--- config.mk ---
export PLATFORM = sky130hd
export DESIGN_NAME = alarm_timebase
export DESIGN_NICKNAME = d
export VERILOG_FILES = /design/src/rtl/alarm_timebase.sv
export SDC_FILE = /design/constraint.sdc
export NUM_CORES = 1
export LEC_CHECK = 0
export CORE_ASPECT_RATIO = 1.5
export CORE_MARGIN = 3
export CORE_UTILIZATION = 41
export CTS_BUF_LIST = sky130_fd_sc_hd__clkbuf_4 sky130_fd_sc_hd__clkbuf_8
export CTS_CLUSTER_DIAMETER = 100
export DETAILED_ROUTE_END_ITERATION = 12
export PLACE_DENSITY = 0.67
export SETUP_SLACK_MARGIN = 0.5
export SLEW_MARGIN = 0
export SYNTH_ARGS = -nofsm -noshare
export SYNTH_HDL_FRONTEND = slang
export SYNTH_SLANG_ARGS = --single-unit
--- constraint.sdc ---
create_clock -name CLOCK_IN -period 2.87 [get_ports CLOCK_IN]
set_input_delay 0.4305 -clock CLOCK_IN [delete_from_list [all_inputs] [get_ports CLOCK_IN]]
set_output_delay 0.4305 -clock CLOCK_IN [all_outputs]
set_load 0.01 [all_outputs]
--- src/rtl/alarm_timebase.sv ---
// alarm_timebase
// ---------------------------------------------------------------------------
// Timebase and latency-counter stage for the home alarm controller.
// Divides the reference clock into a free-running 1 Hz blink clock and runs
// two independent second counters. P2 is the arming latency and P1 is the
// re-arm latency. Each channel asserts a held "count complete" level while
// its enable stays high.
//
// Parameters:
//   CLK_HZ      reference clock cycles per second (>= 2)
//   P2_SECONDS  P2 channel duration in seconds (1..15)
//   P1_SECONDS  P1 channel duration in seconds (1..15)
//
// Ports:
//   CLOCK_IN         in   reference clock, all state on its rising edge
//   RESET_N          in   asynchronous active-low reset
//   ENABLE_COUNT_P2  in   level: high runs the P2 channel, low clears it
//   ENABLE_COUNT_P1  in   level: high runs the P1 channel, low clears it
//   CLOCK_1          out  registered 1 Hz blink clock
//   COUNT_OUT_P2     out  registered P2 count-complete level
//   COUNT_OUT_P1     out  registered P1 count-complete level
//   REMAIN_SEC[3:0]  out  seconds left on the active channel (optional)
//
// Optional feature macro: ALARM_TIMEBASE_REMAIN_EN
//   When defined, the REMAIN_SEC port and its register are built.
//   P1 takes display priority over P2.
// ---------------------------------------------------------------------------
module alarm_timebase #(
    parameter int CLK_HZ     = 50000000,
    parameter int P2_SECONDS = 5,
    parameter int P1_SECONDS = 10
) (
    input  logic       CLOCK_IN,
    input  logic       RESET_N,
    input  logic       ENABLE_COUNT_P2,
    input  logic       ENABLE_COUNT_P1,
    output logic       CLOCK_1,
    output logic       COUNT_OUT_P2,
    output logic       COUNT_OUT_P1
`ifdef ALARM_TIMEBASE_REMAIN_EN
    ,
    output logic [3:0] REMAIN_SEC
`endif
);

    localparam int              CW      = (CLK_HZ > 1) ? $clog2(CLK_HZ) : 1;
    localparam logic [CW-1:0]   SUB_MAX = CW'(CLK_HZ - 1);
    localparam logic [CW-1:0]   HALF    = CW'(CLK_HZ / 2);
    localparam logic [3:0]      P2_LIM  = 4'(P2_SECONDS);
    localparam logic [3:0]      P1_LIM  = 4'(P1_SECONDS);
    // Index 0 is the P2 channel, index 1 is the P1 channel.
    localparam logic [1:0][3:0] SEC_LIM = {P1_LIM, P2_LIM};

    typedef enum logic [1:0] {
        ST_IDLE,
        ST_COUNTING,
        ST_DONE
    } chan_state_t;

    logic [CW-1:0]       blink_q;
    logic [CW-1:0]       blink_d;

    logic [1:0]          enable;
    chan_state_t         state_q [2];
    chan_state_t         state_d [2];
    logic [1:0][CW-1:0]  sub_q;
    logic [1:0][CW-1:0]  sub_d;
    logic [1:0][3:0]     sec_q;
    logic [1:0][3:0]     sec_d;

    assign enable = {ENABLE_COUNT_P1, ENABLE_COUNT_P2};

    // Blink divider: wraps 0..CLK_HZ-1 and ignores both enables.
    always_comb begin
        blink_d = blink_q + CW'(1);
        if (blink_q == SUB_MAX) begin
            blink_d = '0;
        end
    end

    // CLOCK_1 is derived from the next divider value so that it is high on
    // the edge where the divider wraps to 0. This keeps it consistent with
    // the reset value, where the divider is 0 and CLOCK_1 is 1.
    always_ff @(posedge CLOCK_IN or negedge RESET_N) begin
        if (!RESET_N) begin
            blink_q <= '0;
            CLOCK_1 <= 1'b1;
        end else begin
            blink_q <= blink_d;
            CLOCK_1 <= (blink_d < HALF);
        end
    end

    // Channel next-state logic. An IDLE channel that samples its enable high
    // already counts that edge as its first cycle, so the shared increment
    // path covers both IDLE and COUNTING. Any edge with the enable low
    // returns the channel to a clean IDLE, so there is no pause/resume.
    always_comb begin
        for (int i = 0; i < 2; i++) begin
            state_d[i] = state_q[i];
            sub_d[i]   = sub_q[i];
            sec_d[i]   = sec_q[i];
            if (!enable[i]) begin
                state_d[i] = ST_IDLE;
                sub_d[i]   = '0;
                sec_d[i]   = '0;
            end else if (state_q[i] != ST_DONE) begin
                state_d[i] = ST_COUNTING;
                if (sub_q[i] == SUB_MAX) begin
                    sub_d[i] = '0;
                    sec_d[i] = sec_q[i] + 4'd1;
                    if ((sec_q[i] + 4'd1) == SEC_LIM[i]) begin
                        state_d[i] = ST_DONE;
                    end
                end else begin
                    sub_d[i] = sub_q[i] + CW'(1);
                end
            end
        end
    end

    // Channel registers. Each count-complete level is registered from the
    // next state, so it rises on the same edge the channel enters DONE.
    always_ff @(posedge CLOCK_IN or negedge RESET_N) begin
        if (!RESET_N) begin
            for (int i = 0; i < 2; i++) begin
                state_q[i] <= ST_IDLE;
                sub_q[i]   <= '0;
                sec_q[i]   <= '0;
            end
            COUNT_OUT_P2 <= 1'b0;
            COUNT_OUT_P1 <= 1'b0;
        end else begin
            for (int i = 0; i < 2; i++) begin
                state_q[i] <= state_d[i];
                sub_q[i]   <= sub_d[i];
                sec_q[i]   <= sec_d[i];
            end
            COUNT_OUT_P2 <= (state_d[0] == ST_DONE);
            COUNT_OUT_P1 <= (state_d[1] == ST_DONE);
        end
    end

`ifdef ALARM_TIMEBASE_REMAIN_EN
    logic [3:0] remain_d;

    // Remaining seconds on the channel the display follows. P1 wins when
    // both are enabled. Only a channel that is still counting shows a
    // nonzero value. Working from next-state values makes the display read
    // the full duration on the first enabled edge.
    always_comb begin
        remain_d = '0;
        if (ENABLE_COUNT_P1) begin
            if (state_d[1] == ST_COUNTING) begin
                remain_d = SEC_LIM[1] - sec_d[1];
            end
        end else if (ENABLE_COUNT_P2) begin
            if (state_d[0] == ST_COUNTING) begin
                remain_d = SEC_LIM[0] - sec_d[0];
            end
        end
    end

    // Registered remaining-seconds display.
    always_ff @(posedge CLOCK_IN or negedge RESET_N) begin
        if (!RESET_N) begin
            REMAIN_SEC <= '0;
        end else begin
            REMAIN_SEC <= remain_d;
        end
    end
`endif

endmodule

Word-level counts from Yosys, hierarchy flattened --
Cells that the tools add are included.
Operators by class: add/sub/neg operators 5, $lt $le $gt $ge 1, equal/unequal tests 13, multiplexer cells 21, reductions and logical operators 2
Operators by type and width (number):
- $mux W26 | 7
- $add A26 B1 Y26 const B | 3
- $eq A26 B26 Y1 const B | 3
- $lt A26 B25 Y1 const B | 1
- $mux W4 | 6
- $mux W2 | 8
- $add A4 B1 Y4 const B | 2
- $ne A2 B1 Y1 const B | 4
- $eq A2 B2 Y1 const B | 2
- $eq A4 B3 Y1 const B | 1
- $eq A4 B4 Y1 const B | 1
- $ne A2 B2 Y1 const B | 2
- $reduce_and A2 Y1 | 2
Word-level totals: bits in registers 93, output and inout port bits 3

Longest topological paths before layout --
Gate-level depths: netlist (run 1).
depth after elaboration 7, mapped depth 9, mapped depth without buffers 8

Least setup slack after synthesis (run 1) --
No wires, ideal clock.
kind register to register, start reg blink_q[8], end reg CLOCK_1, arrival time 2.781 ns, slack 0.012 ns, cell stages (with the launch flop) 10, buffers on the path 2, clock period less this slack 2.858 ns, cell sequence dfrtp_1 buf_6 nand4_4 or4_4 buf_6 nor3_1 xnor2_1 or4b_1 or3_1 o21ba_1
On the way: cells in the longest elaborated chain, start to end 3
Ends and longest elaborated chain:
- from (decl) | line 60 | logic [CW-1:0] blink_q;
- from (signal assigned) | line 89 | blink_q <= blink_d;
- $add A26 B1 Y26 / $eq A26 B26 Y1 (equally long branches) | line 75, 76
- $mux W26 (*) | line 76 | if (blink_q == SUB_MAX) begin
- $lt A26 B25 Y1 (*) | line 90 | CLOCK_1 <= (blink_d < HALF);
- to (signal assigned) | line 90
- to (decl) | line 37 | output logic CLOCK_1,
Mark *: on every way between the ends. The rest lies on a longest branch, timed or not. A chain may end at the register's enable or synchronous reset.

Worst setup path after layout (run 1) --
start reg blink_q[7], end reg CLOCK_1
The elaborated chain is that of the path after synthesis.

==> results of run 1 <==
[flip-flops by register name (all words and copies together) (netlist names)]
signal / cells
COUNT_OUT_P2: 1
CLOCK_1: 1
sub_q: 52
sec_q: 8
blink_q: 26
COUNT_OUT_P1: 1
state_q: 4
[power breakdown]
group	switching [uW]	internal, uW
sequential	7.83	1320
clock	461	396
combinational	49.9	20.4
total	519	1730
[worst max-delay path, stage by stage (launching register included)]
cell,delay [ns]
dfrtp_1,0.41
nand4_4,0.12
or4_4,0.62
or4b_4,0.54
o21ai_2,0.14
a32oi_1,0.08
or3_1,0.42
o21ba_1,0.19
[layout make-up]
class                           count  share of cell area
Clock inverter                      3             0.00325
Sequential cell                    93               0.405
Inverter                           10             0.00651
Multi-Input combinational cell    417               0.451
Timing Repair Buffer               48              0.0723
Clock buffer                       13              0.0299
Tap cell                          150              0.0325
[per-layer routing]
layer | share of wire | routed length, um | global-route usage
met5 | 0 | 0 | 0
met3 | 0.023 | 239 | 0.0267
met2 | 0.53 | 5620 | 0.290
met4 | 0.021 | 221 | 0.0615
met1 | 0.42 | 4470 | 0.203
[how the worst max path moves through the flow]
stage	start	to	slack (ns)
2_1_floorplan	blink_q[3]	CLOCK_1	0.36
3_3_place_gp	blink_q[3]	CLOCK_1	0.27
3_5_place_dp	blink_q[3]	CLOCK_1	0.19
4_1_cts	blink_q[0]	CLOCK_1	0.38
5_1_grt	blink_q[7]	CLOCK_1	0.22
6_report	blink_q[7]	CLOCK_1	0.27
[logic make-up (layout without fill, tap and decap cells)]
family | count (synthesis) | count (layout) | share of synthesized area
simple gates | 285 | 285 | 0.299
buf+inv | 25 | 74 | 0.0254
mux | 1 | 1 | 0.00201
flops | 93 | 93 | 0.469
xor+xnor | 68 | 68 | 0.120
fa+ha+maj | 7 | 7 | 0.0176
compound gates | 56 | 56 | 0.0677
[placed cells by master (no fill, tap or decap), types with 3 or more instances in the layout]
master           instances
clkbuf_8                12
and2_1                  15
a21boi_0                 3
nor4_1                   4
or3_1                    6
nand2_1                 57
o31ai_1                  3
nor2b_1                 11
buf_4                   36
xor2_1                  32
a31oi_1                  4
xnor2_1                 35
o21ai_0                 19
nand4_1                 21
nand3b_1                 4
nand3_1                 27
and3_1                  16
dfrtp_2                  5
nand2b_1                 4
inv_1                   10
clkdlybuf4s50_1          5
ha_1                     6
buf_6                    5
and4_1                   4
or2_2                    3
nor3_1                   8
dfrtp_1                 87
a21oi_1                 14
nor2_1                  79
[cells in the mapped netlist, types with 6 or more instances]
| library cell | count |
|---|---|
| nor2_1 | 81 |
| nand4_1 | 21 |
| nand2_1 | 59 |
| dfrtp_1 | 92 |
| nor3_1 | 9 |
| clkbuf_1 | 8 |
| nor4_1 | 6 |
| ha_1 | 7 |
| nand3_1 | 28 |
| and3_1 | 16 |
| a21oi_1 | 14 |
| and2_1 | 15 |
| inv_1 | 10 |
| xor2_1 | 32 |
| xnor2_1 | 36 |
| o21ai_0 | 21 |
| or3_1 | 6 |
| nor2b_1 | 11 |
[through the flow]
step | instances | area [um^2] | utilization | setup WS [ns]
after floorplan | 535 | 4990 | - | 0.361
after global placement | 690 | 5260 | 0.452 | 0.269
after detailed placement | 690 | 5260 | 0.452 | 0.194
after CTS | 723 | 5600 | 0.481 | 0.378
after global routing | 734 | 5770 | 0.495 | 0.217
final | 734 | 5770 | 0.495 | 0.271
[timing repair]
action | 4_1_cts | 5_1_grt
setup endpoints to repair | 17 | 18
resized for setup | 8 | 20
hold buffers | 0 | 0
buffers inserted | 17 | 11
pin swaps | 4 | 6
==> flow_summary.json, run 1 <==
{
  "p_leak_uw": 0.00249,
  "fin_skew_ns": 0.00585,
  "final_nets": 590,
  "rr_worst_depth": 7,
  "yosys-top-cells-area": "dfrtp_1 (46%), xnor2_1 (6.3%), nor2_1 (6.1%), xor2_1 (5.6%), nand2_1 (4.5%)",
  "diodes": 0,
  "gp_congestion": 0.883,
  "drt_iter0_drc": 224,
  "drv_slew": 0,
  "peakVddDrop_uv": 246,
  "synth_edf_count": 0,
  "die_h_um": 141,
  "postSynthAreaPerCell_um2": 9.29,
  "grt_pass1_vias": 3941,
  "end_kind": "flop",
  "r2r_slack_ns": 0.27,
  "rr_startpoint": "blink_q[7]",
  "syn2layout_area_growth_pct": 16.0,
  "numCtsBuffers": 9,
  "synth_async_sr_flop_share": 1.00,
  "worstMarginPinSlew_ns": 0.701,
  "synth_seq_area_share": 0.469,
  "seq_area_um2": 2330,
  "synthesis.instances": 535,
  "cts_buffer_depth": 2,
  "synth_top_area_share": 0.463,
  "start_util": 0.427,
  "yosys_warnings": 0,
  "drive_gt1_frac": 0.159,
  "period_minus_slack_ns": 2.60,
  "crit_required_ns": 3.16,
  "wl_per_cell_um": 14.4,
  "dieArea_um2": 13500,
  "synth_top_cell_by_area": "dfrtp_1",
  "slew_headroom": 0.533,
  "path_clk_slew_ns": 0.09,
  "drt_pass1_iterations": 4,
  "post-route-period-util": 0.906,
  "ios": 7,
  "die_w_um": 95.9,
  "synth-seq-cells": 93,
  "dp_hpwl_um": 6960,
  "postRouteWirelength_um": 10600,
  "nFillCells": 1076,
  "grt_max_degree": 52,
  "start_kind": "flop",
  "grt_antenna_before_repair": 0,
  "viasPerCell": 5.35,
  "crit_path_max_fanout": 4,
  "vias": 3928,
  "grt_pass1_wl_um": 18100,
  "clock-root-buffer": "clkbuf_8",
  "p_per_area_nw_per_um2": 391,
  "grt_usage": 0.166,
  "fmax_mhz": 385,
  "clk_latency_ns": 0.36,
  "cp.arrival_ns": 2.89,
  "maxCapViolCount": 0,
  "multi_input_area_um2": 2600,
  "synth_ff_type": "dfrtp_1",
  "synth_area_um2": 4970,
  "hold_slack_ns": 0.102,
  "setup_violations": 0,
  "route.detailed.drc": 0,
  "drt.antenna.violating_nets": 0,
  "clock_sinks": 93,
  "rows": 48,
  "synthesis.nets": 546,
  "rsz0062_at_grt": "true",
  "hold_violations": 0,
  "port_buffers": 6,
  "hp-class": "in2async",
  "status": "completed",
  "ys_types": 50,
  "worstSetupPathType": "reg2reg",
  "tns_ns": 0,
  "htree_levels": 3,
  "tritoncts": "yes",
  "total_power_uw": 2250,
  "overflow": 0,
  "core-area_um2": 11700,
  "crit-reg2reg-capture": "CLOCK_1"
}
Note: power is estimated with default switching activity, not from simulation.
==> run 2, diff against run 1 <==
CORE_ASPECT_RATIO = 0.8   (was 1.5)
==> flow_summary.json, run 2 (synthesis results as in run 1) <==
{
  "status": "completed",
  "crit_path_max_fanout": 4,
  "viasPerCell": 5.32,
  "post-route-period-util": 0.855,
  "ios": 7,
  "final_nets": 581,
  "start_util": 0.425,
  "fin_skew_ns": 0.0138,
  "maxCapViolCount": 0,
  "drt_iter0_drc": 394,
  "worstMarginPinSlew_ns": 0.677,
  "peakVddDrop_uv": 208,
  "drt.antenna.violating_nets": 0,
  "port_buffers": 6,
  "cp.arrival_ns": 2.76,
  "total_power_uw": 2390,
  "clk_latency_ns": 0.37,
  "syn2layout_area_growth_pct": 13.9,
  "die_w_um": 129,
  "numCtsBuffers": 9,
  "clock-root-buffer": "clkbuf_8",
  "dp.cells": 687,
  "clock_sinks": 93,
  "grt_pass1_wl_um": 17200,
  "path_cells": "nand4_4 > or4_4 > or4b_1 > o21ai_1 > a32oi_1 > or3_1 > o21ba_1",
  "die_h_um": 104,
  "p_leak_uw": 0.00243,
  "hold_violations": 0,
  "grt_usage": 0.153,
  "hp-class": "in2async",
  "drv_slew": 0,
  "core-area_um2": 11700,
  "worstSetupPathType": "reg2reg",
  "path_delay_family": "simple AND/OR/NAND/NOR gates",
  "critPathBufInv": 0,
  "postRouteWirelength_um": 9920,
  "path_clk_slew_ns": 0.10,
  "vias": 3843,
  "grt_antenna_before_repair": 0,
  "grt_max_degree": 49,
  "overflow": 0,
  "slew_headroom": 0.548,
  "crit_slowest_cell": "or4_4",
  "drive_gt1_frac": 0.137,
  "setup_violations": 0,
  "largest_reg_flops": 52,
  "stdcell_count": 723,
  "end_kind": "flop",
  "reg_top3": "sub_q (52), blink_q (26), sec_q (8)",
  "wl_per_cell_um": 13.7,
  "slowest_delay_ns": 0.61,
  "mostFrequentLayoutCell": "dfrtp_1",
  "fmax_mhz": 408,
  "hold_slack_ns": 0.0402,
  "p_per_area_nw_per_um2": 422,
  "cts_buffer_depth": 2,
  "rows": 35,
  "grt_pass1_vias": 3762,
  "route.detailed.drc": 0,
  "period_minus_slack_ns": 2.45,
  "top_register": "sub_q",
  "crit_required_ns": 3.17,
  "start_kind": "flop",
  "mostFrequentLayoutCells": "dfrtp_1 (87), nor2_1 (78), nand2_1 (59)",
  "dieArea_um2": 13500,
  "tns_ns": 0,
  "rsz0062_at_grt": "true",
  "tritoncts": "yes",
  "gp_congestion": 0.836,
  "diodes": 0,
  "drt_pass1_iterations": 4,
  "dp_hpwl_um": 6760,
  "htree_levels": 3
}
run 2: changes by cell type in the layout (fill, tap and decap cells not counted), sizes merged:
| cell | change |
|---|---|
| buf | -9 |
| clkbuf | -3 |
| bufinv | +2 |
| inv | +2 |
| clkinv | -1 |
run 2: cell type report:
class,instances,area [um^2]
repair buffers,39,318
clock inverters,6,95.1
flip-flops and latches,93,2330
multi-input cells,417,2560
inverters,10,37.5
clock buffers,10,131
fillers,1055,6030
well taps,148,185
run 2: path summary, 6_finish.rpt:
path	from	end	slack, ns	cells past startpoint
max	blink_q[7]	CLOCK_1	0.42	7
max reg2reg	blink_q[7]	CLOCK_1	0.42	7
min	RESET_N	sub_q[0]	0.04	1
min reg2reg	blink_q[4]	blink_q[4]	0.52	1
max in group asynchronous	RESET_N	CLOCK_1	2.11	2
min in group CLOCK_IN	blink_q[4]	blink_q[4]	0.52	1
run 2: power breakdown:
part / total, uW / switching [uW] / internal [uW]
clock network: 995 / 485 / 510
registers: 1330 / 8.03 / 1320
logic: 69.2 / 48.4 / 20.8
run 2: timing repair:
action | CTS | global route
setup endpoints to repair | 18 | 24
setup buffers | 17 | 3
gates resized for setup | 6 | 9
hold buffers | 0 | 0
hold endpoints to repair | 0 | 0
pin swaps | 5 | 4
run 2: metal layers:
layer,track usage,vias up,routed length (um),share of wire
met5,0,-,0,0
met1,0.217,1869,5000,0.50
met3,0.0395,10,366,0.037
li1,-,1905,-,-
met4,0.0420,0,82,0.0083
met2,0.232,59,4470,0.45
run 2: per-stage QoR:
stage                     setup WS (ns)  utilization  area (um^2)
after floorplan                   0.361            -         4990
final                             0.416        0.484         5660
after global placement            0.291        0.449         5250
after global routing              0.354        0.484         5660
after detailed placement          0.240        0.449         5250
after CTS                         0.384        0.480         5620
run 2: worst register-to-register path, stage by stage (launching register included):
cell     delay (ns)
dfrtp_1        0.40
nand4_4        0.13
or4_4          0.61
or4b_1         0.51
o21ai_1        0.13
a32oi_1        0.06
or3_1          0.38
o21ba_1        0.18
==> run 3, diff against run 2 <==
PLACE_DENSITY = 0.57   (was 0.67)
==> flow_summary.json, run 3 (synthesis results as in run 1) <==
{
  "status": "completed",
  "syn2layout_area_growth_pct": 14.2,
  "cp.arrival_ns": 2.72,
  "peakVddDrop_uv": 216,
  "viasPerCell": 5.29,
  "tritoncts": "yes",
  "postRouteWirelength_um": 10100,
  "hold_violations": 0,
  "p_clk_frac": 0.374,
  "nFillCells": 1122,
  "htree_levels": 3,
  "rows": 35,
  "critPathBufInv": 0,
  "fin_skew_ns": 0.00996,
  "tns_ns": 0,
  "hold_slack_ns": 0.0955,
  "maxCapViolCount": 0,
  "die_h_um": 104,
  "numCtsBuffers": 9,
  "hp-class": "in2async",
  "drt.antenna.violating_nets": 0,
  "mostFrequentLayoutCell": "dfrtp_1",
  "core-area_um2": 11700,
  "path_delay_family": "simple AND/OR/NAND/NOR gates",
  "crit_slowest_cell": "or4_4",
  "route.detailed.drc": 0,
  "top_register": "sub_q",
  "start_util": 0.425,
  "stdcell_count": 724,
  "grt_max_degree": 50,
  "p_per_area_nw_per_um2": 394,
  "slowest_delay_ns": 0.61,
  "clk_latency_ns": 0.36,
  "setup_violations": 0,
  "worstMarginPinSlew_ns": 0.650,
  "drt_iter0_drc": 212,
  "wl_per_cell_um": 13.9,
  "r2r_slack_ns": 0.45,
  "dp.cells": 689,
  "path_cells": "nand2_2 > or4_4 > or4b_1 > o21ai_1 > a32oi_1 > or3_1 > o21ba_1",
  "ios": 7,
  "grt_usage": 0.158,
  "largest_reg_flops": 52,
  "clock-root-buffer": "clkbuf_8",
  "worstSetupPathType": "reg2reg",
  "gp_congestion": 0.877,
  "dieArea_um2": 13500,
  "diodes": 0,
  "overflow": 0,
  "dp_hpwl_um": 6860,
  "final_nets": 583,
  "grt_antenna_before_repair": 0,
  "path_clk_slew_ns": 0.09,
  "vias": 3830,
  "die_w_um": 129,
  "mostFrequentLayoutCells": "dfrtp_1 (87), nor2_1 (79), nand2_1 (57)",
  "rr_startpoint": "blink_q[12]",
  "drv_slew": 0,
  "fmax_mhz": 412,
  "combPwrFrac": 0.032,
  "power_frac_seq": 0.593,
  "intPower_uw": 1740,
  "p_switching_uw": 494,
  "post-route-period-util": 0.845,
  "end_kind": "flop",
  "grt_pass1_wl_um": 17600,
  "crit_path_max_fanout": 5,
  "rsz0062_at_grt": "true",
  "start_kind": "flop",
  "cts_buffer_depth": 2,
  "grt_pass1_vias": 3753,
  "crit_required_ns": 3.17,
  "period_minus_slack_ns": 2.42,
  "worstSetupStartpoint": "blink_q[12]",
  "clock_sinks": 93,
  "p_sw_frac": 0.221,
  "slew_headroom": 0.567,
  "p_leak_uw": 0.00245,
  "post-route-util": 0.486,
  "port_buffers": 6,
  "drt_pass1_iterations": 4,
  "reg_top3": "sub_q (52), blink_q (26), sec_q (8)",
  "drive_gt1_frac": 0.149
}
==> run 3: cell types whose count changed in the layout (fill, tap and decap cells not counted), moves of 2 or more <==
cell	before	now
buf_6	0	2
bufinv_16	2	0
clkbuf_8	9	12
o21ai_0	19	17
nand2_2	1	3
clkinv_4	2	0
nand2_1	59	57
inv_6	2	0
==> run 3: worst paths after layout <==
check | to | cells past startpoint
max in group asynchronous | sec_q[4] | 2
min reg2reg | blink_q[0] | 1
min | sub_q[37] | 1
max reg2reg | CLOCK_1 | 7
min in group CLOCK_IN | blink_q[0] | 1
max | CLOCK_1 | 7
==> run 3: power groups by stage <==
stage / clock network, uW / logic (uW) / registers (uW)
after global placement: 0 / 73.9 / 1350
after CTS: 869 / 75.8 / 1330
after floorplan: 0 / 27.9 / 1350
after detailed placement: 0 / 74.6 / 1350
after global routing: 924 / 84.5 / 1330
final: 836 / 72.6 / 1330
==> run 3: cell type report <==
class	instances	area (um^2)	area share
Clock inverter	1	5.00	0.000881
Clock buffer	14	180	0.0317
Timing Repair Buffer	41	340	0.0599
Sequential cell	93	2330	0.411
Tap cell	148	185	0.0326
Multi-Input combinational cell	417	2590	0.457
Inverter	10	37.5	0.00661
==> run 3: metrics by stage <==
stage | setup WS, ns | instance area (um^2) | power [uW]
floorplan | 0.361 | 4990 | 1380
global placement | 0.304 | 5270 | 1420
detailed placement | 0.208 | 5270 | 1430
CTS | 0.381 | 5630 | 2270
global route | 0.352 | 5680 | 2340
finish | 0.445 | 5680 | 2230
==> run 3: repair_timing <==
| item | CTS | global route |
|---|---|---|
| pin swaps | 9 | 8 |
| setup buffers | 19 | 1 |
| hold buffers | 0 | 0 |
| endpoints found under the setup margin | 21 | 33 |
| gates resized for setup | 14 | 13 |
==> run 3: metal layers <==
metal / part of all wire / up-vias / wire length, um / track usage
met5: 0 / - / 0 / 0
met4: 0.011 / 0 / 112 / 0.0420
met3: 0.028 / 9 / 284 / 0.0370
met2: 0.43 / 44 / 4360 / 0.227
met1: 0.53 / 1860 / 5340 / 0.239
li1: - / 1917 / - / -
